### src/rtl/cook_timer_pkg.sv
// Purpose: shared types and constants for the cook_timer slice (FSM encoding, BCD limits, MM:SS digit layout).
// Latency: n/a (definitions only).
// Backpressure: n/a.
package cook_timer_pkg;

  typedef enum logic [1:0] {
    IDLE   = 2'd0,
    RUN    = 2'd1,
    PAUSED = 2'd2,
    DONE   = 2'd3
  } state_e;

  // Largest value of a units digit and of the tens-of-seconds digit.
  localparam logic [3:0] BCD_MAX_UNIT     = 4'd9;
  localparam logic [3:0] BCD_MAX_TENS_SEC = 4'd5;

  // {m10,m1,s10,s1}, one BCD digit per nibble.
  typedef struct packed {
    logic [3:0] m10;
    logic [3:0] m1;
    logic [3:0] s10;
    logic [3:0] s1;
  } mmss_t;

endpackage

### src/rtl/cook_timer_bcd_mmss_dec.sv
// Purpose: subtract one second from an MM:SS BCD time, with digit borrow; flags a zero result.
// Latency: combinational, zero cycles.
// Backpressure: none.
// Ports: time_in (16b BCD {m10,m1,s10,s1}) -> time_out (time_in - 1s), zero (time_out == 00:00).
module bcd_mmss_dec
  import cook_timer_pkg::*;
(
  input  logic [15:0] time_in,
  output logic [15:0] time_out,
  output logic        zero
);

  mmss_t t_in;
  mmss_t t_out;
  logic  borrow;

  assign t_in = mmss_t'(time_in);

  always_comb begin
    t_out  = t_in;
    borrow = 1'b1;
    // Each digit either absorbs the borrow (nonzero) or wraps to its max and passes it on.
    if (t_in.s1 != 4'd0) begin
      t_out.s1 = t_in.s1 - 4'd1;
      borrow   = 1'b0;
    end else begin
      t_out.s1 = BCD_MAX_UNIT;
    end
    if (borrow) begin
      if (t_in.s10 != 4'd0) begin
        t_out.s10 = t_in.s10 - 4'd1;
        borrow    = 1'b0;
      end else begin
        t_out.s10 = BCD_MAX_TENS_SEC;
      end
    end
    if (borrow) begin
      if (t_in.m1 != 4'd0) begin
        t_out.m1 = t_in.m1 - 4'd1;
        borrow   = 1'b0;
      end else begin
        t_out.m1 = BCD_MAX_UNIT;
      end
    end
    // Caller never decrements 00:00, so m10 cannot underflow in use.
    if (borrow) begin
      t_out.m10 = t_in.m10 - 4'd1;
    end
  end

  assign time_out = 16'(t_out);
  assign zero     = (time_out == 16'h0000);

endmodule

### src/rtl/cook_timer.sv
// Purpose: MM:SS BCD countdown cook timer; keypad entry in IDLE, counts down while mag_on, pulses timer_done at 00:00.
// Latency: all outputs registered; one cycle from a sampled input to its effect on the outputs.
// Backpressure: none; digit_valid is a fire-and-forget strobe, ignored outside IDLE.
// Ports: clk, reset_ (async, low), digit_valid/digit (keypad), clear_ (sync, low), mag_on (run enable)
//        -> time_bcd (16b BCD), running (state RUN), timer_done (one-cycle pulse).
module cook_timer
  import cook_timer_pkg::*;
#(
  parameter int unsigned TICKS_PER_SEC = 100
) (
  input  logic        clk,
  input  logic        reset_,
  input  logic        digit_valid,
  input  logic [3:0]  digit,
  input  logic        clear_,
  input  logic        mag_on,
  output logic [15:0] time_bcd,
  output logic        running,
  output logic        timer_done
);

  localparam int unsigned PW = $clog2(TICKS_PER_SEC);
  localparam logic [PW-1:0] PRESC_LAST = PW'(TICKS_PER_SEC - 1);

  state_e        state_q, state_d;
  logic [15:0]   time_q, time_d;
  logic [PW-1:0] presc_q, presc_d;
  logic          done_q, done_d;
  logic          run_q, run_d;

  logic [15:0]   time_dec;
  logic          dec_zero;

  bcd_mmss_dec u_dec (
    .time_in  (time_q),
    .time_out (time_dec),
    .zero     (dec_zero)
  );

  always_comb begin
    state_d = state_q;
    time_d  = time_q;
    presc_d = presc_q;
    done_d  = 1'b0;
    if (!clear_) begin
      // Clear outranks keypad, mag_on and ticks in the same cycle.
      state_d = IDLE;
      time_d  = 16'h0000;
      presc_d = '0;
    end else begin
      unique case (state_q)
        IDLE: begin
          if (digit_valid && (digit <= BCD_MAX_UNIT)) begin
            time_d = {time_q[11:0], digit};
          end
          if (mag_on && (time_q != 16'h0000)) begin
            state_d = RUN;
            presc_d = '0;
          end
        end
        RUN: begin
          // A tick coinciding with mag_on falling is lost: pause wins.
          if (!mag_on) begin
            state_d = PAUSED;
          end else if (presc_q == PRESC_LAST) begin
            presc_d = '0;
            time_d  = time_dec;
            if (dec_zero) begin
              state_d = DONE;
              done_d  = 1'b1;
            end
          end else begin
            presc_d = presc_q + PW'(1);
          end
        end
        PAUSED: begin
          // Prescaler keeps its partial second across the pause.
          if (mag_on) begin
            state_d = RUN;
          end
        end
        DONE: begin
          state_d = IDLE;
          time_d  = 16'h0000;
        end
        default: begin
          state_d = IDLE;
        end
      endcase
    end
    run_d = (state_d == RUN);
  end

  always_ff @(posedge clk or negedge reset_) begin
    if (!reset_) begin
      state_q <= IDLE;
      time_q  <= 16'h0000;
      presc_q <= '0;
      done_q  <= 1'b0;
      run_q   <= 1'b0;
    end else begin
      state_q <= state_d;
      time_q  <= time_d;
      presc_q <= presc_d;
      done_q  <= done_d;
      run_q   <= run_d;
    end
  end

  assign time_bcd   = time_q;
  assign running    = run_q;
  assign timer_done = done_q;

endmodule
### config.mk
export PLATFORM = sky130hd
export DESIGN_NAME = cook_timer
export DESIGN_NICKNAME = d
export VERILOG_FILES = /design/src/rtl/cook_timer_pkg.sv /design/src/rtl/cook_timer_bcd_mmss_dec.sv /design/src/rtl/cook_timer.sv
export SDC_FILE = /design/constraint.sdc
export NUM_CORES = 1
export LEC_CHECK = 0
export ABC_AREA = 1
export ABC_CLOCK_PERIOD_IN_PS = 1590
export BUFFER_PORTS_ARGS = -buffer_cell sky130_fd_sc_hd__buf_2
export CORE_MARGIN = 1
export CORE_UTILIZATION = 40
export DETAILED_ROUTE_END_ITERATION = 10
export HOLD_SLACK_MARGIN = 0.08
export PLACE_DENSITY = 0.72
export SYNTH_ARGS = -nofsm -noshare
export SYNTH_HDL_FRONTEND = slang
export SYNTH_HIERARCHICAL = 1
export SYNTH_SLANG_ARGS = --single-unit
### constraint.sdc
create_clock -name clk -period 1.59 [get_ports clk]
set_input_delay 0.3975 -clock clk [delete_from_list [all_inputs] [get_ports clk]]
set_output_delay 0.3975 -clock clk [all_outputs]
set_load 0.01 [all_outputs]
==> out/results.ini, run 1 <==
[run_status]
status = complete, but fails checks
violations = negative setup slack

[critical_path]
crit_type = reg -> reg
cp-end-kind = flop
critical_path.max_fanout = 3
path_cells = buf_4 > buf_4 > o21ai_0 > nand2_1 > nor2_1 > nand4_1 > nor2_2 > inv_1 > nor2_1 > nand2_1 > nand2_1 > nand2_1 > nor2_1
crit_required_ps = 1800
crit_path_frequent_cell = nand2_1
crit_arrival_ps = 1990
max_stage_delay_ps = 440
slowest_stage = dfrtp_2
start_kind = flop

[power]
max-vdd-ir-drop_mv = 0.6284
p_sw_frac = 0.4639
p_sw_mw = 1.835
clkPwrFrac = 0.102
power_frac_seq = 0.232
p_leak_nw = 1.484
pwr_density_cell_nw_per_um2 = 1406
p_int_mw = 2.121
power_frac_comb = 0.666

[cells_and_area]
syn_to_final_growth_pct = 38.31
antenna_cells = 0
drive_gt1_frac = 0.4829
nNetsFinal = 362
num-fill-cells = 451

[floorplan]
ioPinCount = 27
dieHeight_um = 73.32
core-area_um2 = 4817
die_area_um2 = 5375
num_rows = 25
start_util = 0.4223
fp.dieW_um = 73.32

[sta]
min_period_over_period = 1.119
final.setup_skew_ps = 2.524
hold_viol = 0
final_max_slew_viol_count = 0
setup_ws_ps = -189.8
rsz0062_at_grt = yes
worstMarginPinSlew_ps = 535.6
setup_viol = 3
timing.fmax_mhz = 561.9
whs_ps = 424.6
fin_crit_ps = 1780
timing.setup.tns_ps = -416.5
slew_headroom = 0.6426

[synthesis]
yosys.area.top_type = dfrtp_1
syn_nets = 289
synth_xor_xnor_area_share = 0.02153
synthAdderAreaFrac = 0.01230
ys_top_cells_by_area = dfrtp_1, nand2_1, o21ai_2, inv_1, a22oi_1
ys_types = 30
synth.most_common_cell = nand2_1
muxShareOfSynthArea = 0
syn_area_um2 = 2034
synth_top_area_share = 0.3321
synthSimpleGateAreaFrac = 0.3721
synth_compound_area_frac = 0.1617
yosys_warnings = 6
netlist_instances = 278
synthArstFlopShare = 1.000
yosys-top-cells-count = nand2_1, inv_1, nor2_1
synth-main-ff-cell = dfrtp_1
ys_seq_area_frac = 0.3321
synth_edf_count = 0
avgSynthCellArea_um2 = 7.318
synth_top_family_by_area = simple AND/OR/NAND/NOR gates
ys_ff_latch = 27

[worst_hold_path]
hold_class = in -> reg

[grt]
grt_usage = 0.1957
grt_pass1_vias = 1759
antenna_found_initial = 0
grt-ovfl-total = 0
grt_start_max_net_pins = 33
grt_pass1_wl_mm = 8.121

[clocking]
cts-root-buf = clkbuf_8
h-tree-depth = 1
cts.sinks = 27
insertion_delay_ps = 280
cts_tree = built
cts_buffers = 3
clk_pin_slew_ps = 90
cts_buffer_depth = 2

[route]
drtPass1Iterations = 4
vias = 2092
dr.max_layer_used = met4
met1_length_mm = 2.619
postRouteAntennaNets = 0
drt_wl_total_mm = 5.545
route.detailed.drc = 0
wl_per_cell_um = 13.30
wl_met3_um = 274
route.met2.wl_mm = 2.571
viasPerCell = 5.017
drtIter0Drc = 146

[placed_design]
io_buffer_count = 26
gp_congestion = 0.8638
place_hpwl_mm = 3.723
post-place-ws_ps = -138.2

[flow_run]
cap_viol_max_count = 0

[layer usage]
layer  GRT usage  vias up
li1            -     1033
met1      0.2873      981
met2      0.3035       72
met3     0.02058        6
met4     0.05769        0
met5           0        -
[worst paths after layout]
kind / slack (ps) / end / cells past startpoint / from
max: -190 / state_q[1]$_DFF_PN0_ / 13 / time_bcd[4]$_DFFE_PN0P_
min reg2reg: 510 / presc_q[1]$_DFFE_PN0P_ / 2 / presc_q[1]$_DFFE_PN0P_
max in group asynchronous: 530 / state_q[1]$_DFF_PN0_ / 3 / reset_
max reg2reg: -190 / state_q[1]$_DFF_PN0_ / 13 / time_bcd[4]$_DFFE_PN0P_
min: 420 / timer_done$_DFF_PN0_ / 2 / mag_on
min in group asynchronous: 580 / presc_q[2]$_DFFE_PN0P_ / 2 / reset_
[power by group through the flow]
stage / Clock (mW) / Sequential [mW] / Combinational, mW
finish: 0.403 / 0.917 / 2.64
global route: 0.438 / 0.935 / 2.86
CTS: 0.418 / 0.917 / 2.26
detailed placement: 0 / 0.930 / 2.20
global placement: 0 / 0.924 / 2.17
floorplan: 0 / 1.04 / 1.34
[cells in the final DEF (no fill, tap or decap), types with 4 or more instances in the layout]
cell / synthesis / layout
nand2_1: 75 / 57
buf_4: 0 / 43
inv_1: 34 / 31
buf_2: 1 / 26
nor2_1: 32 / 25
nand2_2: 14 / 22
dfrtp_1: 27 / 18
o21ai_2: 16 / 16
nand2_4: 3 / 13
a22oi_1: 16 / 13
nand3_1: 12 / 11
nor2_2: 5 / 10
o21ai_0: 10 / 9
dfrtp_2: 0 / 9
inv_2: 4 / 7
nor2_4: 3 / 5
nand4_1: 4 / 4
xor2_1: 4 / 4
[logic make-up (layout without fill, tap and decap cells)]
logic type                 count (synthesis)  in the layout
AOI/OAI and AO/OA                         45             45
buffers and inverters                     44            116
DFF                                       27             27
xor gates and xnor gates                   5              5
and+or+nand+nor                          155            155
adders and majority gates                  2              2
[worst max-delay path, delay by kind of cell (launching register included)]
family / cells / cell delay (ps)
AND/OR/NAND/NOR: 9 / 780
flip-flops: 1 / 440
buffers and inverters: 3 / 310
AO/OA/AOI/OAI: 1 / 170
[state kept, by name, indices dropped and copies added (netlist names)]
name,cells
state_q,2
presc_q,7
running,1
timer_done,1
time_bcd,16
[metrics by stage]
stage | cells | util | total power [mW] | cell area, um2
3_3_place_gp | 402 | 0.5187 | 3.097 | 2499
5_1_grt | 417 | 0.5842 | 4.236 | 2814
6_report | 417 | 0.5842 | 3.957 | 2814
3_5_place_dp | 402 | 0.5187 | 3.128 | 2499
2_1_floorplan | 278 | - | 2.383 | 2056
4_1_cts | 408 | 0.5348 | 3.591 | 2576
[timing repair]
item	CTS	global route
setup endpoints to repair	5	27
cloned	0	3
pin swaps	3	9
resized for setup	4	39
setup buffers	1	6
endpoints found under the hold margin	14	0
hold buffers	1	0
[cell type report]
| cell class | count | area (um2) | area share |
|---|---|---|---|
| well taps | 67 | 83.83 | 0.02979 |
| multi-input cells | 207 | 1311 | 0.4660 |
| inverters | 38 | 142.6 | 0.05069 |
| clock buffers | 4 | 45.04 | 0.01601 |
| repair buffers | 74 | 544.3 | 0.1934 |
| flip-flops and latches | 27 | 686.9 | 0.2441 |
Power figures use the tool's default switching activity.
==> inputs of run 2 (changes only) <==
--- a/config.mk
+++ b/config.mk
@@ -11,6 +11,7 @@
 export CORE_MARGIN = 1
 export CORE_UTILIZATION = 40
 export DETAILED_ROUTE_END_ITERATION = 10
+export GPL_TIMING_DRIVEN = 0
 export HOLD_SLACK_MARGIN = 0.08
 export PLACE_DENSITY = 0.72
 export SYNTH_ARGS = -nofsm -noshare
==> run 2 against run 1 <==
The run still ends with negative setup slack left; first-iteration DRC count is 40% lower; wire length is 13% lower; cell area is 12% lower; total power is 13% lower; highest routed layer unchanged; clock skew is 4.4 ps higher; largest power group unchanged; critical path type unchanged; flip-flop and latch count stayed put; worst hold slack worse by 300 ps; via count is 8.6% lower; global-route usage is 0.29 points lower.
==> out/results.ini, run 2 (same netlist as run 1, synthesis figures left out) <==
[run_status]
status = complete, but fails checks
violations = negative setup slack

[cells_and_area]
multi_input_area_um2 = 1212
nNetsFinal = 333
register_area_um2 = 689.4
syn_to_final_growth_pct = 21.09
antenna_cells = 0
num-fill-cells = 492
final_common_cell = nand2_1
fin_area_um2 = 2464
drive_gt1_frac = 0.3801
largest_register_ffs = 16
mostFrequentLayoutCells = nand2_1, inv_1, nor2_1

[power]
pwr_density_cell_nw_per_um2 = 1403
p_leak_nw = 1.241
max-vdd-ir-drop_mv = 0.5913
power_mw = 3.455

[flow_run]
cap_viol_max_count = 0

[grt]
grt_start_max_net_pins = 28
grt_pass1_wl_mm = 8.128
antenna_found_initial = 0
grt-ovfl-total = 0
grt_usage = 0.1928
grt_pass1_vias = 1816

[sta]
final.setup_skew_ps = 6.915
setup_viol = 3
final_max_slew_viol_count = 0
fin_crit_ps = 1792
worstMarginPinSlew_ps = 627.0
setup_ws_ps = -202.2
hold_viol = 0
timing.fmax_mhz = 558.0
slew_headroom = 0.5820
timing.setup.tns_ps = -477.5
min_period_over_period = 1.127
rsz0062_at_grt = yes

[clocking]
cts.sinks = 27
cts_buffer_depth = 2
insertion_delay_ps = 270
h-tree-depth = 1
cts-root-buf = clkbuf_8
cts_hold_buf = 0
cts_buffers = 3
cts_tree = built
clk_pin_slew_ps = 100

[floorplan]
dieHeight_um = 73.32
start_util = 0.4223
ioPinCount = 27
core-area_um2 = 4817
die_area_um2 = 5375
num_rows = 25
fp.dieW_um = 73.32

[critical_path]
start_kind = flop
crit_type = reg -> reg
crit_required_ps = 1800
critical_path.max_fanout = 7
crit_arrival_ps = 2000
cp-end-kind = flop

[route]
drt_wl_total_mm = 4.816
postRouteAntennaNets = 0
viasPerCell = 4.930
wl_per_cell_um = 12.41
drtIter0Drc = 88
vias = 1913
drtPass1Iterations = 4
route.detailed.drc = 0

[placed_design]
gp_congestion = 0.8185
place_hpwl_mm = 3.420
io_buffer_count = 26
place_area_um2 = 2270

[worst_hold_path]
hold_class = in -> async

-- run 2: cell types whose count changed in the layout (fill, tap and decap cells not counted), sizes merged --
cell         change
buf             -27
clkbuf           -2
clkinv           +1
dlygate4sd3      -1
-- run 2: cell type report --
cell class,count,area share
buffer,6,0.02489
clock buffer,3,0.01676
clock inverter,1,0.002031
inverter,38,0.05790
multi-input combinational,207,0.4921
sequential,27,0.2798
tap,67,0.03403
timing repair buffer,39,0.09243
-- run 2: critical path: stages, from the launching register on --
cell and delay (ps):
dfrtp_2 470, nor2_2 110, nand2_2 110, nor2_8 170, nand2_4 80, nand2_2 60, nand2_2 50, nor2_2 110
nand3_1 90, nor2_2 90, inv_1 50, nor2_2 80, nand2_1 60, nand2_1 70, nand2_1 50, nor2_1 80
-- run 2: per-layer routing --
layer | track usage | vias up | wire length (um)
met5 | 0 | - | 0
met2 | 0.3385 | 34 | 2332
met4 | 0.02564 | 0 | 19
li1 | - | 973 | -
met1 | 0.2678 | 903 | 2352
met3 | 0.01235 | 3 | 112
-- run 2: stage by stage --
step                      hold WS (ps)  instances  worst slack [ps]  utilization
after floorplan                  101.9        278            -52.23            -
after global placement           453.5        371            -215.1       0.4712
after detailed placement         458.3        371            -249.1       0.4712
after CTS                        154.4        388            -198.6       0.5029
after global routing             178.9        388            -377.5       0.5114
final                            128.2        388            -202.2       0.5114
-- run 2: power by group --
part	switching (mW)	internal (mW)	leakage (nW)
sequential	0.163	0.813	0.352
combinational	1.25	0.836	0.864
clock	0.222	0.176	0.0255
-- run 2: final timing paths --
kind	slack, ps	startpoint	depth (start not counted)	endpoint
min in group clk	410	mag_on	2	timer_done$_DFF_PN0_
min reg2reg	560	presc_q[4]$_DFFE_PN0P_	2	presc_q[4]$_DFFE_PN0P_
min	130	reset_	1	time_bcd[9]$_DFFE_PN0P_
max in group asynchronous	1020	reset_	1	time_bcd[0]$_DFFE_PN0P_
max reg2reg	-200	time_bcd[6]$_DFFE_PN0P_	15	state_q[1]$_DFF_PN0_
max	-200	time_bcd[6]$_DFFE_PN0P_	15	state_q[1]$_DFF_PN0_
-- run 2: timing repair --
| action | 4_1_cts | 5_1_grt |
|---|---|---|
| hold endpoints to repair | 0 | 0 |
| cloned | 0 | 0 |
| gates resized for setup | 4 | 10 |
| buffers inserted | 13 | 0 |
| setup endpoints to repair | 4 | 26 |
| pin swaps | 4 | 3 |
